<file path="config.mk">
export PLATFORM = sky130hd
export DESIGN_NAME = clock_period_meter
export DESIGN_NICKNAME = d
export VERILOG_FILES = /design/src/rtl/clock_period_meter.sv
export SDC_FILE = /design/constraint.sdc
export NUM_CORES = 1
export LEC_CHECK = 0
export ABC_AREA = 1
export CAP_MARGIN = 10
export CORE_UTILIZATION = 58
export CTS_BUF_LIST = sky130_fd_sc_hd__clkbuf_8
export DETAILED_ROUTE_END_ITERATION = 10
export MAX_ROUTING_LAYER = met4
export PLACE_DENSITY_LB_ADDON = 0.3
export SETUP_SLACK_MARGIN = 0.5
export SLEW_MARGIN = 10
export SYNTH_ARGS = -nofsm -noshare
export SYNTH_HDL_FRONTEND = slang
export SYNTH_SLANG_ARGS = --single-unit
</file>
<file path="constraint.sdc">
create_clock -name clk_in -period 2.06 [get_ports clk_in]
set_clock_uncertainty 0.15 [all_clocks]
set_input_delay 0.412 -clock clk_in [delete_from_list [all_inputs] [get_ports clk_in]]
set_output_delay 0.412 -clock clk_in [all_outputs]
set_load 0.02 [all_outputs]
</file>
<file path="src/rtl/clock_period_meter.sv">
// Measures period and high time of a slow, possibly asynchronous square wave
// in clk_in cycles, one measurement per start pulse, with a cycle-count timeout.
module clock_period_meter #(
  parameter int                   CNT_WIDTH   = 28,
  parameter int                   SYNC_STAGES = 2,
  parameter logic [CNT_WIDTH-1:0] TIMEOUT     = 28'd100000000
) (
  input  logic                 clk_in,
  input  logic                 rst_n,
  input  logic                 sig_in,
  input  logic                 start,
  output logic [CNT_WIDTH-1:0] period,
  output logic [CNT_WIDTH-1:0] high_time,
  output logic                 valid,
  output logic                 busy,
  output logic                 timeout
);

  typedef enum logic [1:0] {
    IDLE       = 2'd0,
    WAIT_FIRST = 2'd1,
    MEASURE    = 2'd2
  } state_t;

  localparam logic [CNT_WIDTH-1:0] LAST_CNT = TIMEOUT - 1'b1;

  logic [SYNC_STAGES-1:0] sync_reg;
  logic                   prev_reg;
  logic                   sync_sig;
  logic                   rise;
  logic                   fall;
  logic                   at_limit;

  state_t                 state_reg;
  logic [CNT_WIDTH-1:0]   cnt_reg;
  logic [CNT_WIDTH-1:0]   high_acc_reg;
  logic [CNT_WIDTH-1:0]   period_reg;
  logic [CNT_WIDTH-1:0]   high_time_reg;
  logic                   fall_seen_reg;
  logic                   valid_reg;
  logic                   timeout_reg;
  logic                   busy_reg;

  // Synchronizer and edge history run in every state so that edges are
  // always judged against a settled previous level.
  always_ff @(posedge clk_in) begin
    if (!rst_n) begin
      sync_reg <= '0;
      prev_reg <= 1'b0;
    end else begin
      sync_reg <= {sync_reg[SYNC_STAGES-2:0], sig_in};
      prev_reg <= sync_reg[SYNC_STAGES-1];
    end
  end

  assign sync_sig = sync_reg[SYNC_STAGES-1];
  assign rise     = sync_sig & ~prev_reg;
  assign fall     = ~sync_sig & prev_reg;
  assign at_limit = (cnt_reg == LAST_CNT);

  always_ff @(posedge clk_in) begin
    if (!rst_n) begin
      state_reg     <= IDLE;
      cnt_reg       <= '0;
      high_acc_reg  <= '0;
      period_reg    <= '0;
      high_time_reg <= '0;
      fall_seen_reg <= 1'b0;
      valid_reg     <= 1'b0;
      timeout_reg   <= 1'b0;
      busy_reg      <= 1'b0;
    end else begin
      valid_reg   <= 1'b0;
      timeout_reg <= 1'b0;
      case (state_reg)
        IDLE: begin
          if (start) begin
            state_reg <= WAIT_FIRST;
            cnt_reg   <= '0;
            busy_reg  <= 1'b1;
          end
        end
        WAIT_FIRST: begin
          if (rise) begin
            state_reg     <= MEASURE;
            cnt_reg       <= {{(CNT_WIDTH-1){1'b0}}, 1'b1};
            high_acc_reg  <= '0;
            fall_seen_reg <= 1'b0;
          end else if (at_limit) begin
            timeout_reg <= 1'b1;
            state_reg   <= IDLE;
            busy_reg    <= 1'b0;
          end else begin
            cnt_reg <= cnt_reg + 1'b1;
          end
        end
        MEASURE: begin
          // A rise on the last allowed count still completes the measurement.
          if (rise) begin
            period_reg    <= cnt_reg;
            high_time_reg <= high_acc_reg;
            valid_reg     <= 1'b1;
            state_reg     <= IDLE;
            busy_reg      <= 1'b0;
          end else if (at_limit) begin
            timeout_reg <= 1'b1;
            state_reg   <= IDLE;
            busy_reg    <= 1'b0;
          end else begin
            cnt_reg <= cnt_reg + 1'b1;
            if (fall && !fall_seen_reg) begin
              high_acc_reg  <= cnt_reg;
              fall_seen_reg <= 1'b1;
            end
          end
        end
        default: begin
          state_reg <= IDLE;
          busy_reg  <= 1'b0;
        end
      endcase
    end
  end

  assign period    = period_reg;
  assign high_time = high_time_reg;
  assign valid     = valid_reg;
  assign busy      = busy_reg;
  assign timeout   = timeout_reg;

endmodule

</file>
==> qor.yml <==
status:
  status: "finished clean"
worst_setup_path:
  path_cells: "inv_4 > ha_4 > inv_4 > nor2_4 > nor2_4 > nand2_8 > clkinv_8 > a21oi_4 > buf_12 > o21ai_2 > a21oi_1"
  crit_start: "state_reg[1]"
  path_depth: 11
  crit_fanout: 6
  max_stage_delay_ps: 390
  path_delay_family: "compound AO/OA/AOI/OAI gates"
  cp-end-kind: "register"
  reg2reg_depth: 11
  crit_required_ps: 2280
  worstReg2RegStart: "state_reg[1]"
  cp.buffers_inverters: 4
  cp-endpoint: "cnt_reg[9]"
  r2r-end: "cnt_reg[9]"
  reg2reg_slack_ps: 70
  startpoint_type: "register"
  criticalPathCategory: "reg2reg"
  arrival_ps: 2200
  cp_slowest_cell: "dfxtp_4"
die:
  core_um2: 9240
  dieArea_um2: 9947
  io_pins: 63
  rows: 35
  start_util: 0.5996
  die_w_um: 99.74
  die_h_um: 99.74
power_and_ir_drop:
  ir_worst_vdd_mv: 0.4477
  powerDensity_nw_per_um2: 662.4
  leakagePower_uw: 0.003306
cells_and_area:
  syn2layout_area_growth_pct: 47.94
  layout.nets: 911
  final_common_cell: "nand2_1"
  utilization: 0.8871
  final_cell_mix: "161 x nand2_1, 106 x dfxtp_1, 75 x a21oi_1"
  instances_no_fill: 1044
  antenna-diode-count: 0
  drive_above_1_share: 0.3934
cts:
  hold_buffers: 0
  cts_num_sinks: 121
  cts_tree: "yes"
  cts-root-buf: "clkbuf_8"
  numCtsBuffers: 17
  clk_latency_ps: 460
  cts_buffer_depth: 2
  path_clk_slew_ps: 90
  htreeDepth: 4
timing:
  rsz0062_at_grt: "yes"
  worst_slew_pin_slew_ps: 456.0
  tns_ps: 0
  hold_ws_ps: 309.0
  hold_violations: 0
  setup_ws_ps: 73.51
  finalCritPeriodShare: 0.9643
  fin_crit_ps: 1986
  clock.fmax_mhz: 503.4
  maxSlewHeadroom: 0.6953
  drv_slew: 0
  setup-violations-final: 0
yosys:
  syn_avg_cell_area_um2: 7.158
  synth_compound_area_frac: 0.1215
  syn-num-nets: 783
  synth_xor_area_frac: 0.006323
  synth_top_family_by_area: "simple AND/OR/NAND/NOR gates"
  synth-seq-cells: 121
  async_flop_share: 0
  ys_seq_area_frac: 0.4372
  ys_types: 34
  synth_area_leaders: "dfxtp_1 44%, nand2_1 13%, a21oi_1 8.8%"
  muxShareOfSynthArea: 0
  synth_area_leader_cell: "dfxtp_1"
  synth_fa_ha_area_frac: 0.01129
  yosys_warnings: 0
  syn_area_um2: 5540
  synthSimpleGateAreaFrac: 0.3277
  synthFlopType: "dfxtp_1"
  synth_edf_count: 0
  syn_inst: 774
  synth_top_area_share: 0.4372
placement:
  port_buffers: 62
  dp.cells: 958
  gp_congestion: 0.9986
  place_ws_ps: -148.7
  place_hpwl_mm: 10.64
detailed_routing:
  via_per_inst: 6.358
  dr.pass1.iters: 7
  wl_mm: 22.95
  vias: 6638
  wl_per_cell_um: 21.98
  ant_nets: 0
  drc: 0
  drtIter0Drc: 602
global_route:
  top_usage_layer: "met2"
  grt_antenna_before_repair: 0
  use_met1: 0.4116
  grt_use_met2: 0.6117
  grt_max_degree: 74
  grt_pass1_wl_mm: 27.30
  grtUsageTotal: 0.3657
  grt_pass1_vias: 5588
  gr-usage-met3: 0.07098
  overflow: 0
hold_path:
  hold_path.class: "reg2reg"
  hp-start: "period[22]"
flow_run:
  cap_violations: 0
[area by class of cell]
| type | count | area (µm²) |
|---|---|---|
| timing repair buffer | 157 | 1496 |
| fill | 419 | 1044 |
| sequential | 121 | 2454 |
| multi-input combinational | 523 | 3327 |
| clock inverter | 15 | 188.9 |
| clock buffer | 17 | 234.0 |
| inverter | 82 | 335.3 |
| tap | 129 | 161.4 |
[worst reg2reg max path, cell delays in order (launching register included)]
cell      delay, ps
dfxtp_4         390
inv_4            80
ha_4            150
inv_4            40
nor2_4          130
nor2_4           60
nand2_8         120
clkinv_8         70
a21oi_4         260
buf_12          190
o21ai_2          70
a21oi_1         190
[layer usage]
| metal | part of all wire | up-vias |
|---|---|---|
| met3 | 0.10 | 221 |
| met4 | 0.087 | 0 |
| met1 | 0.34 | 3068 |
| met2 | 0.47 | 570 |
| li1 | - | 2779 |
| met5 | 0 | - |
[how the worst min path moves through the flow]
stage,cells past startpoint,endpoint
after floorplan,2,sync_reg[1]
after global placement,2,sync_reg[1]
after detailed placement,2,sync_reg[1]
after CTS,2,sync_reg[1]
after global routing,2,period[20]
final,2,period[22]
[synth_stat cells (9+ instances only)]
library cell / number
nand2_1: 185
dfxtp_1: 121
a21oi_1: 97
nand3_1: 83
inv_1: 77
nor2_1: 42
nand4_1: 34
clkbuf_1: 24
nand2_2: 13
buf_1: 11
a21oi_2: 10
buf_2: 9
nor3_1: 9
o21ai_0: 9
[logic make-up after synthesis]
| group | Yosys count |
|---|---|
| flops | 121 |
| fa+ha+maj | 5 |
| simple gates | 390 |
| buf+inv | 130 |
| xor+xnor | 4 |
| compound gates | 124 |
[power by group]
group	switching, µW	internal [µW]	total [µW]
clock	1130	1230	2360
sequential	15.9	2350	2360
combinational	407	303	711
[metrics by stage]
step	instance area [µm²]	power, µW
after floorplan	5777	2711
after global placement	6633	2795
after detailed placement	6633	2804
after CTS	7243	5190
after global routing	8197	5541
final	8197	5429
[what timing repair did]
action,CTS,global route
pin swaps,25,55
resized for setup,289,152
setup endpoints to repair,177,104
cloned,5,6
buffers inserted,21,22
No activity file was read; power rests on OpenSTA's default activity.
